## config.mk

```make
export PLATFORM = sky130hd
export DESIGN_NAME = mem_stage_sram
export DESIGN_NICKNAME = d
export VERILOG_FILES = /design/src/rtl/mem_stage_sram.sv
export SDC_FILE = /design/constraint.sdc
export NUM_CORES = 1
export LEC_CHECK = 0
export ABC_CLOCK_PERIOD_IN_PS = 4750
export CAP_MARGIN = 20
export CORE_ASPECT_RATIO = 1.25
export CORE_MARGIN = 2
export CORE_UTILIZATION = 37
export DETAILED_ROUTE_END_ITERATION = 8
export HOLD_SLACK_MARGIN = 0.1
export PLACE_DENSITY = 0.69
export SYNTH_ARGS = -nofsm -noshare
export SYNTH_HDL_FRONTEND = slang
export SYNTH_SLANG_ARGS = --single-unit
```

## constraint.sdc

```tcl
create_clock -name clk -period 4.75 [get_ports clk]
set_input_delay 0.95 -clock clk [delete_from_list [all_inputs] [get_ports clk]]
set_output_delay 0.95 -clock clk [all_outputs]
set_load 0.02 [all_outputs]
```

## src/rtl/mem_stage_sram.sv

```systemverilog
// MEM stage: splits each 32-bit load/store into two 16-bit off-chip SRAM accesses and freezes the pipeline meanwhile.
// Optional build macro MEM_ADDR_CHECK_EN adds misaligned/out-of-range detection and the addr_err output.
module mem_stage_sram #(
    parameter int MEM_BASE      = 1024,
    parameter int ACCESS_CYCLES = 2,
    parameter int ADDR_W        = 18
) (
    input  logic              clk,
    input  logic              rst,
    input  logic              wb_en_in,
    input  logic              mem_read_in,
    input  logic              mem_write_in,
    input  logic [31:0]       alu_result_in,
    input  logic [31:0]       st_val_in,
    input  logic [4:0]        dest_in,
    output logic              wb_en_out,
    output logic              mem_read_out,
    output logic [4:0]        dest_out,
    output logic [31:0]       alu_result_out,
    output logic [31:0]       mem_data_out,
    output logic              sram_freeze,
    output logic [ADDR_W-1:0] sram_addr,
    output logic [15:0]       sram_dq_out,
    output logic              sram_dq_oe,
`ifdef MEM_ADDR_CHECK_EN
    output logic              addr_err,
`endif
    input  logic [15:0]       sram_dq_in,
    output logic              sram_we_n,
    output logic              sram_oe_n,
    output logic              sram_ce_n,
    output logic              sram_ub_n,
    output logic              sram_lb_n
);

    // state | meaning
    // IDLE  | no access in progress
    // LO    | 16-bit access of bits [15:0] at {w,0}
    // HI    | 16-bit access of bits [31:16] at {w,1}
    // DONE  | single cycle, freeze released so the pipeline advances
    typedef enum logic [1:0] {IDLE, LO, HI, DONE} state_t;

    localparam logic [2:0] LAST_CNT = 3'(ACCESS_CYCLES - 1);

    state_t            state;
    logic [2:0]        cyc_cnt;
    logic [ADDR_W-2:0] word_idx;
    logic [31:0]       st_val;
    logic              is_write;
    logic              request;
    logic [31:0]       byte_off;
    logic [ADDR_W-2:0] idx_next;
    logic              unused_off_bits;

    assign request  = mem_write_in | mem_read_in;
    assign byte_off = alu_result_in - 32'(MEM_BASE);
    // Index bits above the SRAM size are dropped, so accesses wrap inside the device.
    assign idx_next = byte_off[ADDR_W:2];

`ifdef MEM_ADDR_CHECK_EN
    localparam logic [29:0] MAX_IDX = 30'((32'd1 << (ADDR_W - 1)) - 32'd1);
    logic addr_bad;
    assign addr_bad = (alu_result_in[1:0] != 2'b00) || (alu_result_in < 32'(MEM_BASE)) ||
                      (byte_off[31:2] > MAX_IDX);
    assign unused_off_bits = ^byte_off[1:0];
`else
    assign unused_off_bits = ^{byte_off[31:ADDR_W+1], byte_off[1:0]};
`endif

    assign wb_en_out      = wb_en_in;
    assign mem_read_out   = mem_read_in;
    assign dest_out       = dest_in;
    assign alu_result_out = alu_result_in;

    assign sram_freeze = !rst && request && (state != DONE);
    assign sram_ce_n   = 1'b0;
    assign sram_ub_n   = 1'b0;
    assign sram_lb_n   = 1'b0;

    always_ff @(posedge clk) begin
        if (rst) begin
            state        <= IDLE;
            cyc_cnt      <= 3'd0;
            word_idx     <= '0;
            st_val       <= 32'd0;
            is_write     <= 1'b0;
            sram_addr    <= '0;
            sram_dq_out  <= 16'd0;
            sram_dq_oe   <= 1'b0;
            sram_we_n    <= 1'b1;
            sram_oe_n    <= 1'b1;
            mem_data_out <= 32'd0;
`ifdef MEM_ADDR_CHECK_EN
            addr_err     <= 1'b0;
`endif
        end else begin
`ifdef MEM_ADDR_CHECK_EN
            addr_err <= 1'b0;
`endif
            case (state)
                IDLE: begin
                    if (request) begin
`ifdef MEM_ADDR_CHECK_EN
                        if (addr_bad) begin
                            state    <= DONE;
                            addr_err <= 1'b1;
                        end else
`endif
                        begin
                            state       <= LO;
                            cyc_cnt     <= 3'd0;
                            word_idx    <= idx_next;
                            st_val      <= st_val_in;
                            is_write    <= mem_write_in;
                            sram_addr   <= {idx_next, 1'b0};
                            sram_dq_out <= st_val_in[15:0];
                            sram_dq_oe  <= mem_write_in;
                            sram_oe_n   <= mem_write_in;
                            sram_we_n   <= ~(mem_write_in && (LAST_CNT != 3'd0));
                        end
                    end
                end
                LO, HI: begin
                    if (cyc_cnt == LAST_CNT) begin
                        if (!is_write) begin
                            if (state == LO) mem_data_out[15:0]  <= sram_dq_in;
                            else             mem_data_out[31:16] <= sram_dq_in;
                        end
                        cyc_cnt <= 3'd0;
                        if (state == LO) begin
                            state       <= HI;
                            sram_addr   <= {word_idx, 1'b1};
                            sram_dq_out <= st_val[31:16];
                            sram_we_n   <= ~(is_write && (LAST_CNT != 3'd0));
                        end else begin
                            state      <= DONE;
                            sram_dq_oe <= 1'b0;
                            sram_oe_n  <= 1'b1;
                            sram_we_n  <= 1'b1;
                        end
                    end else begin
                        cyc_cnt <= cyc_cnt + 3'd1;
                        // Release we_n one cycle early so data stays valid past the strobe.
                        sram_we_n <= ~(is_write && ((cyc_cnt + 3'd1) != LAST_CNT));
                    end
                end
                DONE: state <= IDLE;
                default: state <= IDLE;
            endcase
        end
    end

endmodule

```

==> results of run 1 <==
-- sequential cells by signal (all words and copies together), names as in the netlist --
signal / cells
cyc_cnt: 3
is_write: 1
mem_data_out: 32
sram_addr: 18
sram_dq_oe: 1
sram_dq_out: 16
sram_oe_n: 1
sram_we_n: 1
st_val: 16
state: 2
word_idx: 17
-- through the flow --
step           power [W]  utilization, %  instances  hold WS (ns)  worst slack [ns]
2_1_floorplan   0.001754               -        534        0.4360             2.011
3_3_place_gp    0.002083           48.34        787        0.4403             1.364
3_5_place_dp    0.002105           48.34        787        0.4479             1.302
4_1_cts         0.002890           50.83        803        0.4584             1.269
5_1_grt         0.003026           50.83        803        0.4743             1.052
6_report        0.002855           50.83        803        0.4562             1.316
-- Yosys cell counts, types with 3 or more instances --
cell type,n
sky130_fd_sc_hd__nor2_1,75
sky130_fd_sc_hd__buf_4,43
sky130_fd_sc_hd__nand2_1,68
sky130_fd_sc_hd__a21oi_1,35
sky130_fd_sc_hd__buf_2,8
sky130_fd_sc_hd__clkbuf_1,17
sky130_fd_sc_hd__xnor2_1,4
sky130_fd_sc_hd__inv_1,5
sky130_fd_sc_hd__nand2b_1,5
sky130_fd_sc_hd__dfxtp_1,108
sky130_fd_sc_hd__a211oi_1,34
sky130_fd_sc_hd__buf_1,3
sky130_fd_sc_hd__nand3b_1,3
sky130_fd_sc_hd__a211o_1,3
sky130_fd_sc_hd__nor3_1,12
sky130_fd_sc_hd__dlygate4sd1_1,4
sky130_fd_sc_hd__nand4b_1,3
sky130_fd_sc_hd__ha_1,6
sky130_fd_sc_hd__o21ai_0,5
sky130_fd_sc_hd__mux2i_1,57
-- worst max-delay path by stage --
| stage | start | to | slack [ns] | depth (start not counted) |
|---|---|---|---|---|
| finish | state[0] | mem_data_out[16] | 1.32 | 7 |
| global route | state[1] | mem_data_out[30] | 1.05 | 7 |
| CTS | state[0] | mem_data_out[24] | 1.27 | 7 |
| detailed placement | state[0] | mem_data_out[24] | 1.30 | 7 |
| global placement | mem_write_in | sram_freeze | 1.36 | 4 |
| floorplan | rst | sram_freeze | 2.01 | 3 |
-- worst max-delay path, stage by stage, from the launching register on --
cell and delay [ns]:
sky130_fd_sc_hd__dfxtp_1 0.39, sky130_fd_sc_hd__inv_1 0.10, sky130_fd_sc_hd__ha_2 0.44, sky130_fd_sc_hd__buf_4 0.52, sky130_fd_sc_hd__clkinv_1 0.42, sky130_fd_sc_hd__or4b_1 1.05, sky130_fd_sc_hd__mux2i_1 0.31, sky130_fd_sc_hd__nor2_1 0.05
-- area by class of cell --
class,instances,share of cell area (%)
clock buffers,9,3.499
clock inverters,7,1.400
inverters,6,0.3499
multi-input cells,343,32.97
flip-flops and latches,108,33.59
well taps,168,3.266
repair buffers,162,24.92
-- where the power goes --
part	leakage, nW	switching, W	total [W]	internal, W
registers	0.885	0.0000752	0.00112	0.00105
logic	1.55	0.000531	0.000956	0.000425
clock network	0.154	0.000356	0.000778	0.000422
total	2.59	0.000962	0.00286	0.00189
-- cell families after synthesis --
family / count (synthesis)
simple gates: 181
fa+ha+maj: 6
other cells: 1
buf+inv: 83
flops: 108
xor+xnor: 5
compound gates: 91
mux: 57
-- metal layers --
layer / global-route usage [%] / vias up / routed length (um)
met4: 5.702 / 0 / 163
li1: - / 1969 / -
met5: 0 / - / 0
met1: 20.22 / 1828 / 4996
met3: 4.812 / 23 / 888
met2: 27.92 / 156 / 5309
==> Implementation_results.wiki, run 1 <==
{| class="wikitable"
! Metric !! Value
|-
| Outcome || completed
|-
| Clock edge transition at the registers on the reported setup and hold paths || 0.08 ns
|-
| Post-Synthesis Cells || 532
|-
| Number of hold violations in the final report || 0
|-
| Placed wire-length estimate after detailed placement || 7868 um
|-
| Rows || 46
|-
| Hold path cells || 2
|-
| Clock tree from TritonCTS || done
|-
| Mean instance size in the synthesized netlist || 8.989 sq um
|-
| Commonest cells after routing, fill and taps aside || sky130_fd_sc_hd__clkdlybuf4s50_1 (155), sky130_fd_sc_hd__dfxtp_1 (108), sky130_fd_sc_hd__nor2_1 (75), sky130_fd_sc_hd__nand2_1 (68), sky130_fd_sc_hd__mux2i_1 (57)
|-
| Adder-cell share of the synthesized area || 1.570%
|-
| Post-route clock skew || 0.006855 ns
|-
| Vias in the first global route || 3878
|-
| Cts bufs inserted || 9
|-
| Via density || 4.951
|-
| Final net count || 726
|-
| CORE AREA || 0.01266 sq mm
|-
| Endpoint with the worst hold slack || st_val[25]
|-
| Mux share of post-synthesis cell area || 11.93%
|-
| Routed WL per cell || 14.14 um
|-
| Cell variety after synth || 51
|-
| Post-synthesis share of cell area spent on and, or, nand and nor gates || 16.82%
|-
| Area fraction of the dominant cell type after synthesis || 45.21%
|-
| Post-route cell area || 0.006436 sq mm
|-
| Number of diodes || 0
|-
| Seq cells post-synth || 108
|-
| Post-placement cell area || 0.006121 sq mm
|-
| Fin crit period || 3.434 ns
|-
| I/O pin total || 202
|-
| Total grt overflow || 0
|-
| Number of gates resized after cts || 0
|-
| Data arrival time of the critical path || 3.64 ns
|-
| Area used by sequential logic in the layout || 0.002162 sq mm
|-
| Hold_sp || st_val[25]
|-
| Area growth from synthesis to final layout || 34.59%
|-
| Bufs on Longest Clock Path || 2
|-
| Final weighted congestion in routability-driven placement || 0.7596
|-
| Filler Cell Count || 1196
|-
| Number of vias after detailed routing || 3976
|-
| Worst reg-to-reg setup slack || 1.32 ns
|-
| Cell chosen for the clock root || sky130_fd_sc_hd__clkbuf_16
|-
| Post CTS Setup Buffer Count || 0
|-
| XOR/XNOR share of the synthesized area || 0.9158%
|-
| Final setup violation count || 0
|-
| Fmax achieved || 0.2912 GHz
|-
| Maximum fanout count along the critical path || 39
|-
| Relative slew slack || 36.31%
|-
| Max-capacitance violation count || 0
|-
| Clock insertion delay at the later pin of the skew report || 0.34 ns
|-
| GRT Util Overall || 16.61%
|-
| Depth of the most critical reg-to-reg path || 7
|-
| Floorplan die width || 105.7 um
|-
| Crit end category || register
|-
| Combinational family with the most area after synthesis || simple AND/OR/NAND/NOR gates
|-
| Power density over the cells || 443.6 mW/mm^2
|-
| Start of the worst register-to-register path || state[0]
|-
| CTS H-tree depth || 3
|-
| Largest area contributor in the synthesized netlist || sky130_fd_sc_hd__dfxtp_1
|-
| Data required time at the worst endpoint || 4.96 ns
|-
| End of the worst register-to-register path || mem_data_out[16]
|-
| Largest net degree at the start of global routing || 60
|-
| Transition at the pin with the smallest max-transition slack || 0.9553 ns
|-
| Share of async-settable or async-resettable flops after synthesis || 0%
|-
| Number of nets with antenna violations after routing || 0
|-
| Share of the synthesized area in compound gates (AO/OA/AOI/OAI) || 12.45%
|-
| Synth warnings || 0
|-
| Count of flip-flops with a built-in enable after synthesis || 0
|-
| Post-synthesis instance area || 0.004782 sq mm
|-
| Area occupied by multi-input gates || 0.002122 sq mm
|-
| Synth Flop Type || sky130_fd_sc_hd__dfxtp_1
|-
| Main area contributors after synthesis || sky130_fd_sc_hd__dfxtp_1 (45%), sky130_fd_sc_hd__mux2i_1 (12%), sky130_fd_sc_hd__buf_4 (6.8%), sky130_fd_sc_hd__nor2_1 (5.9%), sky130_fd_sc_hd__a211oi_1 (5.3%)
|-
| Number of input and output port buffers inserted || 156
|-
| Share of cells above drive strength 1 || 4.882%
|-
| Kind of path behind the tightest hold check || reg2reg
|-
| LEAKAGE || 2.590 nW
|-
| Initial drt markers || 107
|-
| CTS Sinks || 108
|-
| First-pass GRT wire length || 18890 um
|-
| Most common cell after layout, fill and taps aside || sky130_fd_sc_hd__clkdlybuf4s50_1
|-
| Drc violations || 0
|-
| Critical Path Source Type || register
|-
| Period utilization || 72.29%
|-
| Die footprint || 0.01386 sq mm
|-
| First-pass iteration count of the detailed router || 4
|-
| Largest vdd supply drop || 0.0002174 V
|-
| Final WL || 11360 um
|-
| Sequential share of the synthesized area || 45.21%
|-
| Total Negative Setup Slacks || 0 ns
|-
| Number of buffers added to fix hold violations after cts || 0
|-
| Starting Density || 37.77%
|-
| Number of antenna violations at the first check in global routing || 0
|-
| Category of the most critical setup path || reg2reg
|-
| Die height || 131.1 um
|-
| Final-report max-slew violation count || 0
|-
| Setup repair after global routing missed its margin || no
|}
Note: power is estimated with default switching activity, not from simulation.
==> run 2, diff against run 1 <==
--- a/config.mk
+++ b/config.mk
@@ -5,7 +5,7 @@
 export SDC_FILE = /design/constraint.sdc
 export NUM_CORES = 1
 export LEC_CHECK = 0
-export ABC_CLOCK_PERIOD_IN_PS = 4750
+export ABC_CLOCK_PERIOD_IN_PS = 3600
 export CAP_MARGIN = 20
 export CORE_ASPECT_RATIO = 1.25
 export CORE_MARGIN = 2
==> constraint.sdc (replaced) <==
create_clock -name clk -period 3.6 [get_ports clk]
set_input_delay 0.72 -clock clk [delete_from_list [all_inputs] [get_ports clk]]
set_output_delay 0.72 -clock clk [all_outputs]
set_load 0.02 [all_outputs]
==> run 2 against run 1 <==
  * Global-route usage is 0.43 points lower
  * Hold slack better by 0.00052 ns
  * Cell count is 0.12% higher
  * Routed wire length is 0.48% lower
  * First-iteration DRC count stayed put
  * Critical path depth is 3 lower
  * Flip-flop and latch count stayed put
  * Cell area is 0.25% lower
  * Clock skew is 0.0037 ns higher
  * Sequential power is 33% higher
==> Implementation_results.wiki, run 2 (synthesis results as in run 1) <==
{| class="wikitable"
! Metric !! Value
|-
| Via density || 4.927 (-0.50%)
|-
| Clock tree from TritonCTS || done
|-
| Routing usage on met3 || 4.365% (-0.45 points)
|-
| Critical Path Source Type || input pin
|-
| Starting Density || 37.77% (unchanged)
|-
| Number of diodes || 0 (unchanged)
|-
| Global-route met2 utilization || 26.45% (-1.5 points)
|-
| Relative slew slack || 34.24% (-2.1 points)
|-
| Post-route clock skew || 0.01054 ns (+0.003680 ns)
|-
| Switching power || 0.001270 W (+32%)
|-
| Final-report max-slew violation count || 0 (unchanged)
|-
| Kind of path behind the tightest hold check || reg2reg
|-
| Placed wire-length estimate after detailed placement || 7950 um (+1.0%)
|-
| Category of the most critical setup path || in2out
|-
| Die footprint || 0.01386 sq mm (unchanged)
|-
| Final WL || 11300 um (-0.48%)
|-
| Largest vdd supply drop || 0.0003244 V (+49%)
|-
| I/O pin total || 202 (unchanged)
|-
| CTS H-tree depth || 3 (unchanged)
|-
| Final weighted congestion in routability-driven placement || 0.7805 (+2.8%)
|-
| Share of cells above drive strength 1 || 5.031% (+0.15 points)
|-
| First-pass iteration count of the detailed router || 4 (unchanged)
|-
| Max-capacitance violation count || 0 (unchanged)
|-
| Combinational cell fraction of total power || 33.9% (+0.4 points)
|-
| Total Negative Setup Slacks || 0 ns (unchanged)
|-
| Number of buffers added to fix hold violations after cts || 0 (unchanged)
|-
| CTS Sinks || 108 (unchanged)
|-
| Worst reg-to-reg setup slack || 0.88 ns (-0.44 ns)
|-
| Post CTS Setup Buffer Count || 0 (unchanged)
|-
| Internal || 0.002427 W (+28%)
|-
| Number of gates resized after cts || 0 (unchanged)
|-
| Final setup violation count || 0 (unchanged)
|-
| Cts bufs inserted || 9 (unchanged)
|-
| Power share of the clock group || 25.9% (-1.4 points)
|-
| Post-placement cell area || 0.006128 sq mm (+0.12%)
|-
| Number of input and output port buffers inserted || 156 (unchanged)
|-
| Crit end category || output port
|-
| Largest net degree at the start of global routing || 60 (unchanged)
|-
| Cell chosen for the clock root || sky130_fd_sc_hd__clkbuf_16
|-
| Setup repair after global routing missed its margin || no
|-
| Data arrival time of the critical path || 2.22 ns (-1.42 ns)
|-
| Number of antenna violations at the first check in global routing || 0 (unchanged)
|-
| Vias in the first global route || 3815 (-1.6%)
|-
| Data required time at the worst endpoint || 2.88 ns (-2.08 ns)
|-
| Clock insertion delay at the later pin of the skew report || 0.34 ns (about the same)
|-
| Final core utilization || 50.70% (-0.13 points)
|-
| Register with the highest flop count || mem_data_out
|-
| GRT Util Overall || 16.19% (-0.43 points)
|-
| Top flop regs || mem_data_out (32), sram_addr (18), word_idx (17)
|-
| Drc violations || 0 (unchanged)
|-
| Sw Share || 34.35% (+0.64 points)
|-
| Rows || 46 (unchanged)
|-
| Fmax achieved || 0.3405 GHz
|-
| Clock edge transition at the registers on the reported setup and hold paths || 0.08 ns (about the same)
|-
| Largest register FFs || 32 (unchanged)
|-
| Number of hold violations in the final report || 0 (unchanged)
|-
| Number of vias after detailed routing || 3961 (-0.38%)
|-
| Hold Slack || 0.4567 ns (+0.0005190 ns)
|-
| CORE AREA || 0.01266 sq mm (unchanged)
|-
| Area growth from synthesis to final layout || 34.25%
|-
| Bufs on Longest Clock Path || 2 (unchanged)
|-
| Met1 Resource Use GR || 20.33% (+0.10 points)
|-
| Fin crit period || 2.937 ns
|-
| Initial drt markers || 107 (unchanged)
|-
| Power density over the cells || 576.0 mW/mm^2 (+30%)
|-
| Total grt overflow || 0 (unchanged)
|-
| GRT busiest layer || met2
|-
| Transition at the pin with the smallest max-transition slack || 0.9864 ns (+0.03107 ns)
|-
| Die height || 131.1 um (unchanged)
|-
| Post-route cell area || 0.006420 sq mm (-0.25%)
|-
| Most common cell after layout, fill and taps aside || sky130_fd_sc_hd__clkdlybuf4s50_1
|-
| Floorplan die width || 105.7 um (unchanged)
|-
| LEAKAGE || 2.584 nW (-0.21%)
|-
| Number of nets with antenna violations after routing || 0 (unchanged)
|-
| Commonest cells after routing, fill and taps aside || sky130_fd_sc_hd__clkdlybuf4s50_1 (155), sky130_fd_sc_hd__dfxtp_1 (108), sky130_fd_sc_hd__nor2_1 (75), sky130_fd_sc_hd__nand2_1 (68), sky130_fd_sc_hd__mux2i_1 (57)
|-
| Share of total power in sequential cells || 40.2% (+0.9 points)
|-
| Final net count || 727 (+0.14%)
|-
| Outcome || completed
|-
| Period utilization || 81.58%
|-
| First-pass GRT wire length || 18500 um (-2.0%)
|-
| Routed WL per cell || 14.06 um (-0.61%)
|-
| Maximum fanout count along the critical path || 6 (-85%)
|}
==> run 2: cell count changes in the layout (fill, tap and decap cells not counted), sizes merged <==
cell and change:
clkinv +2, buf +1, bufinv -1, inv -1
==> run 2: area by class of cell <==
cell class | instances | area, sq um
fill | 1217 | 6242
timing repair buffer | 163 | 1612
multi-input combinational | 343 | 2122
tap | 168 | 210.2
sequential | 108 | 2162
inverter | 6 | 22.52
clock buffer | 9 | 225.2
clock inverter | 7 | 66.31
==> run 2: per-stage QoR <==
step / power, W / setup slack, ns / std cells
floorplan: 0.002315 / 1.321 / 534
global placement: 0.002751 / 0.6896 / 788
detailed placement: 0.002776 / 0.6431 / 788
CTS: 0.003746 / 0.6278 / 804
global route: 0.003922 / 0.5852 / 804
finish: 0.003698 / 0.6633 / 804
==> run 2: per-layer routing <==
layer / part of all wire, % / up-vias
met3: 6.6 / 27
met4: 1.7 / 0
met5: 0 / -
li1: - / 1971
met2: 46 / 155
met1: 45 / 1808
==> run 2: worst paths after layout <==
kind           startpoint                to  depth (start not counted)
max          mem_write_in       sram_freeze                          4
max reg2reg      state[0]  mem_data_out[31]                          6
min           word_idx[2]       word_idx[2]                          2
min reg2reg   word_idx[2]       word_idx[2]                          2
==> run 2: power groups by stage <==
stage	registers [W]	logic, W	clock network (W)
2_1_floorplan	0.00165	0.000667	0
3_5_place_dp	0.00151	0.00126	0
5_1_grt	0.00151	0.00137	0.00104
4_1_cts	0.00149	0.00127	0.000991
3_3_place_gp	0.00150	0.00125	0
6_report	0.00149	0.00125	0.000957
==> run 2: worst max-delay path: stages <==
cell and delay [ns]:
sky130_fd_sc_hd__clkdlybuf4s50_1 0.60, sky130_fd_sc_hd__nor2_1 0.12, sky130_fd_sc_hd__nor3_1 0.15, sky130_fd_sc_hd__clkdlybuf4s50_1 0.63
==> run 3, diff against run 2 <==
--- a/config.mk
+++ b/config.mk
@@ -5,14 +5,14 @@
 export SDC_FILE = /design/constraint.sdc
 export NUM_CORES = 1
 export LEC_CHECK = 0
-export ABC_CLOCK_PERIOD_IN_PS = 3600
+export ABC_CLOCK_PERIOD_IN_PS = 2400
 export CAP_MARGIN = 20
 export CORE_ASPECT_RATIO = 1.25
 export CORE_MARGIN = 2
 export CORE_UTILIZATION = 37
 export DETAILED_ROUTE_END_ITERATION = 8
 export HOLD_SLACK_MARGIN = 0.1
-export PLACE_DENSITY = 0.69
+export PLACE_DENSITY = 0.72
 export SYNTH_ARGS = -nofsm -noshare
 export SYNTH_HDL_FRONTEND = slang
 export SYNTH_SLANG_ARGS = --single-unit
==> constraint.sdc (replaced) <==
create_clock -name clk -period 2.4 [get_ports clk]
set_input_delay 0.48 -clock clk [delete_from_list [all_inputs] [get_ports clk]]
set_output_delay 0.48 -clock clk [all_outputs]
set_load 0.02 [all_outputs]
==> run 3 against run 2 <==
  * Hold slack got worse by 0.0037 ns
  * Combinational power rose by 59%
  * Sequential power rose by 49%
  * Non-clock buffer count rose by 14
  * Sequential share of layout area fell by 0.70 points
  * Critical path type unchanged
  * Count of clock-buffer cells in the layout did not move
  * Worst setup slack got worse by 0.52 ns
==> Implementation_results.wiki, run 3 (synthesis results as in run 1) <==
{| class="wikitable"
! Metric !! Value
|-
| Via density || 4.897 (-0.59%)
|-
| Number of vias after detailed routing || 4006 (+1.1%)
|-
| First-pass iteration count of the detailed router || 4 (unchanged)
|-
| Power density over the cells || 857.7 mW/mm^2 (+49%)
|-
| Initial drt markers || 129 (+21%)
|-
| Clock insertion delay at the later pin of the skew report || 0.34 ns (about the same)
|-
| Bufs on Longest Clock Path || 2 (unchanged)
|-
| Critical Path Source Type || input pin
|-
| CTS H-tree depth || 3 (unchanged)
|-
| Maximum fanout count along the critical path || 2 (-4)
|-
| Filler Cell Count || 1209 (-0.66%)
|-
| Largest register FFs || 32 (unchanged)
|-
| Die footprint || 0.01386 sq mm (unchanged)
|-
| Clock tree from TritonCTS || done
|-
| Outcome || completed
|-
| Die height || 131.1 um (unchanged)
|-
| Number of diodes || 0 (unchanged)
|-
| Most common cell after layout, fill and taps aside || sky130_fd_sc_hd__clkdlybuf4s50_1
|-
| Placed wire-length estimate after detailed placement || 8566 um (+7.8%)
|-
| CORE AREA || 0.01266 sq mm (unchanged)
|-
| Final setup violation count || 0 (unchanged)
|-
| Data required time at the worst endpoint || 1.92 ns (-0.96 ns)
|-
| Rows || 46 (unchanged)
|-
| Largest vdd supply drop || 0.0004352 V (+34%)
|-
| Starting Density || 37.77% (unchanged)
|-
| Number of gates resized after cts || 0 (unchanged)
|-
| Largest net degree at the start of global routing || 114 (+90%)
|-
| Drc violations || 0 (unchanged)
|-
| Routed WL per cell || 14.31 um (+1.8%)
|-
| Post-placement cell area || 0.006264 sq mm (+2.2%)
|-
| Number of hold violations in the final report || 0 (unchanged)
|-
| Clock edge transition at the registers on the reported setup and hold paths || 0.08 ns (about the same)
|-
| CTS Sinks || 108 (unchanged)
|-
| Kind of path behind the tightest hold check || reg2reg
|-
| Data arrival time of the critical path || 1.77 ns (-0.45 ns)
|-
| First-pass GRT wire length || 19600 um (+5.9%)
|-
| Number of nets with antenna violations after routing || 0 (unchanged)
|-
| Register with the highest flop count || mem_data_out
|-
| Number of antenna violations at the first check in global routing || 0 (unchanged)
|-
| Floorplan die width || 105.7 um (unchanged)
|-
| Total grt overflow || 0 (unchanged)
|-
| Top flop regs || mem_data_out (32), sram_addr (18), word_idx (17)
|-
| Final net count || 741 (+1.9%)
|-
| Share of cells above drive strength 1 || 7.231% (+2.2 points)
|-
| Fmax achieved || 0.4435 GHz
|-
| Crit end category || output port
|-
| Category of the most critical setup path || in2out
|-
| Setup repair after global routing missed its margin || no
|-
| Number of input and output port buffers inserted || 156 (unchanged)
|-
| Final WL || 11700 um (+3.5%)
|-
| Fin crit period || 2.255 ns
|-
| Commonest cells after routing, fill and taps aside || sky130_fd_sc_hd__clkdlybuf4s50_1 (155), sky130_fd_sc_hd__dfxtp_1 (108), sky130_fd_sc_hd__nor2_1 (75), sky130_fd_sc_hd__nand2_1 (68), sky130_fd_sc_hd__mux2i_1 (57)
|-
| Post-route cell area || 0.006556 sq mm (+2.1%)
|-
| Final weighted congestion in routability-driven placement || 0.8191 (+4.9%)
|-
| Final-report max-slew violation count || 0 (unchanged)
|-
| Cell chosen for the clock root || sky130_fd_sc_hd__clkbuf_16
|-
| Total Negative Setup Slacks || 0 ns (unchanged)
|-
| Vias in the first global route || 4092 (+7.3%)
|-
| Number of buffers added to fix hold violations after cts || 0 (unchanged)
|-
| Post-route clock skew || 0.008842 ns (-0.001693 ns)
|-
| I/O pin total || 202 (unchanged)
|-
| Post CTS Setup Buffer Count || 0 (unchanged)
|-
| Max-capacitance violation count || 0 (unchanged)
|-
| Period utilization || 93.94%
|-
| Cts bufs inserted || 9 (unchanged)
|-
| LEAKAGE || 2.661 nW (+3.0%)
|-
| Area growth from synthesis to final layout || 37.10%
|-
| GRT Util Overall || 17.20% (+1.0 points)
|}
## run 3: cell types whose count changed in the layout (fill, tap and decap cells not counted)
cell | previous run | this run
sky130_fd_sc_hd__clkinv_2 | 0 | 1
sky130_fd_sc_hd__clkinv_4 | 4 | 3
sky130_fd_sc_hd__buf_6 | 0 | 1
sky130_fd_sc_hd__buf_12 | 0 | 2
sky130_fd_sc_hd__nand4bb_1 | 1 | 0
sky130_fd_sc_hd__buf_4 | 8 | 19
sky130_fd_sc_hd__clkinvlp_4 | 0 | 1
sky130_fd_sc_hd__nor2b_2 | 1 | 0
sky130_fd_sc_hd__nor2b_4 | 0 | 1
sky130_fd_sc_hd__nand4bb_2 | 0 | 1
sky130_fd_sc_hd__inv_8 | 2 | 1
## run 3: final cells by class
class	count	area [sq um]	area share (%)
clock buffer	9	225.2	3.435
clock inverter	7	58.81	0.8969
inverter	6	22.52	0.3435
multi-input combinational	343	2132	32.52
sequential	108	2162	32.98
tap	168	210.2	3.206
timing repair buffer	177	1745	26.62
## run 3: worst paths after layout
| path | endpoint | start | cells after the start | slack, ns |
|---|---|---|---|---|
| worst min register to register | sram_addr[12] | sram_addr[12] | 2 | 0.45 |
| worst min-delay path | sram_addr[12] | sram_addr[12] | 2 | 0.45 |
| worst max register to register | mem_data_out[29] | state[0] | 7 | 0.21 |
| worst max-delay path | sram_freeze | mem_write_in | 4 | 0.15 |
## run 3: power by group
| part | internal [W] | total, W | switching (W) |
|---|---|---|---|
| registers | 0.00207 | 0.00222 | 0.000155 |
| clock network | 0.000719 | 0.00141 | 0.000691 |
| logic | 0.000920 | 0.00199 | 0.00107 |
## run 3: metal layers
metal | vias to the layer above | part of all wire [%] | global-route usage (%)
met2 | 133 | 50 | 30.86
met3 | 23 | 5.9 | 4.117
met1 | 1852 | 43 | 19.88
met5 | - | 0 | 0
met4 | 0 | 1.4 | 5.702
li1 | 1998 | - | -
## run 3: critical path: stages
cell and delay, ns:
sky130_fd_sc_hd__clkdlybuf4s50_1 0.48, sky130_fd_sc_hd__nor2_1 0.06, sky130_fd_sc_hd__nor3_1 0.13, sky130_fd_sc_hd__clkdlybuf4s50_1 0.63
## run 3: metrics by stage
step	total power, W	std cells	utilization (%)	worst slack (ns)	hold slack (ns)
after detailed placement	0.004266	802	49.47	0.03213	0.4481
after global routing	0.005959	818	51.78	0.02443	0.4755
final	0.005623	818	51.78	0.1453	0.4530
after floorplan	0.003472	534	-	0.3413	0.4360
after CTS	0.005689	818	51.71	0.1274	0.4569
after global placement	0.004230	802	49.47	0.1322	0.4417
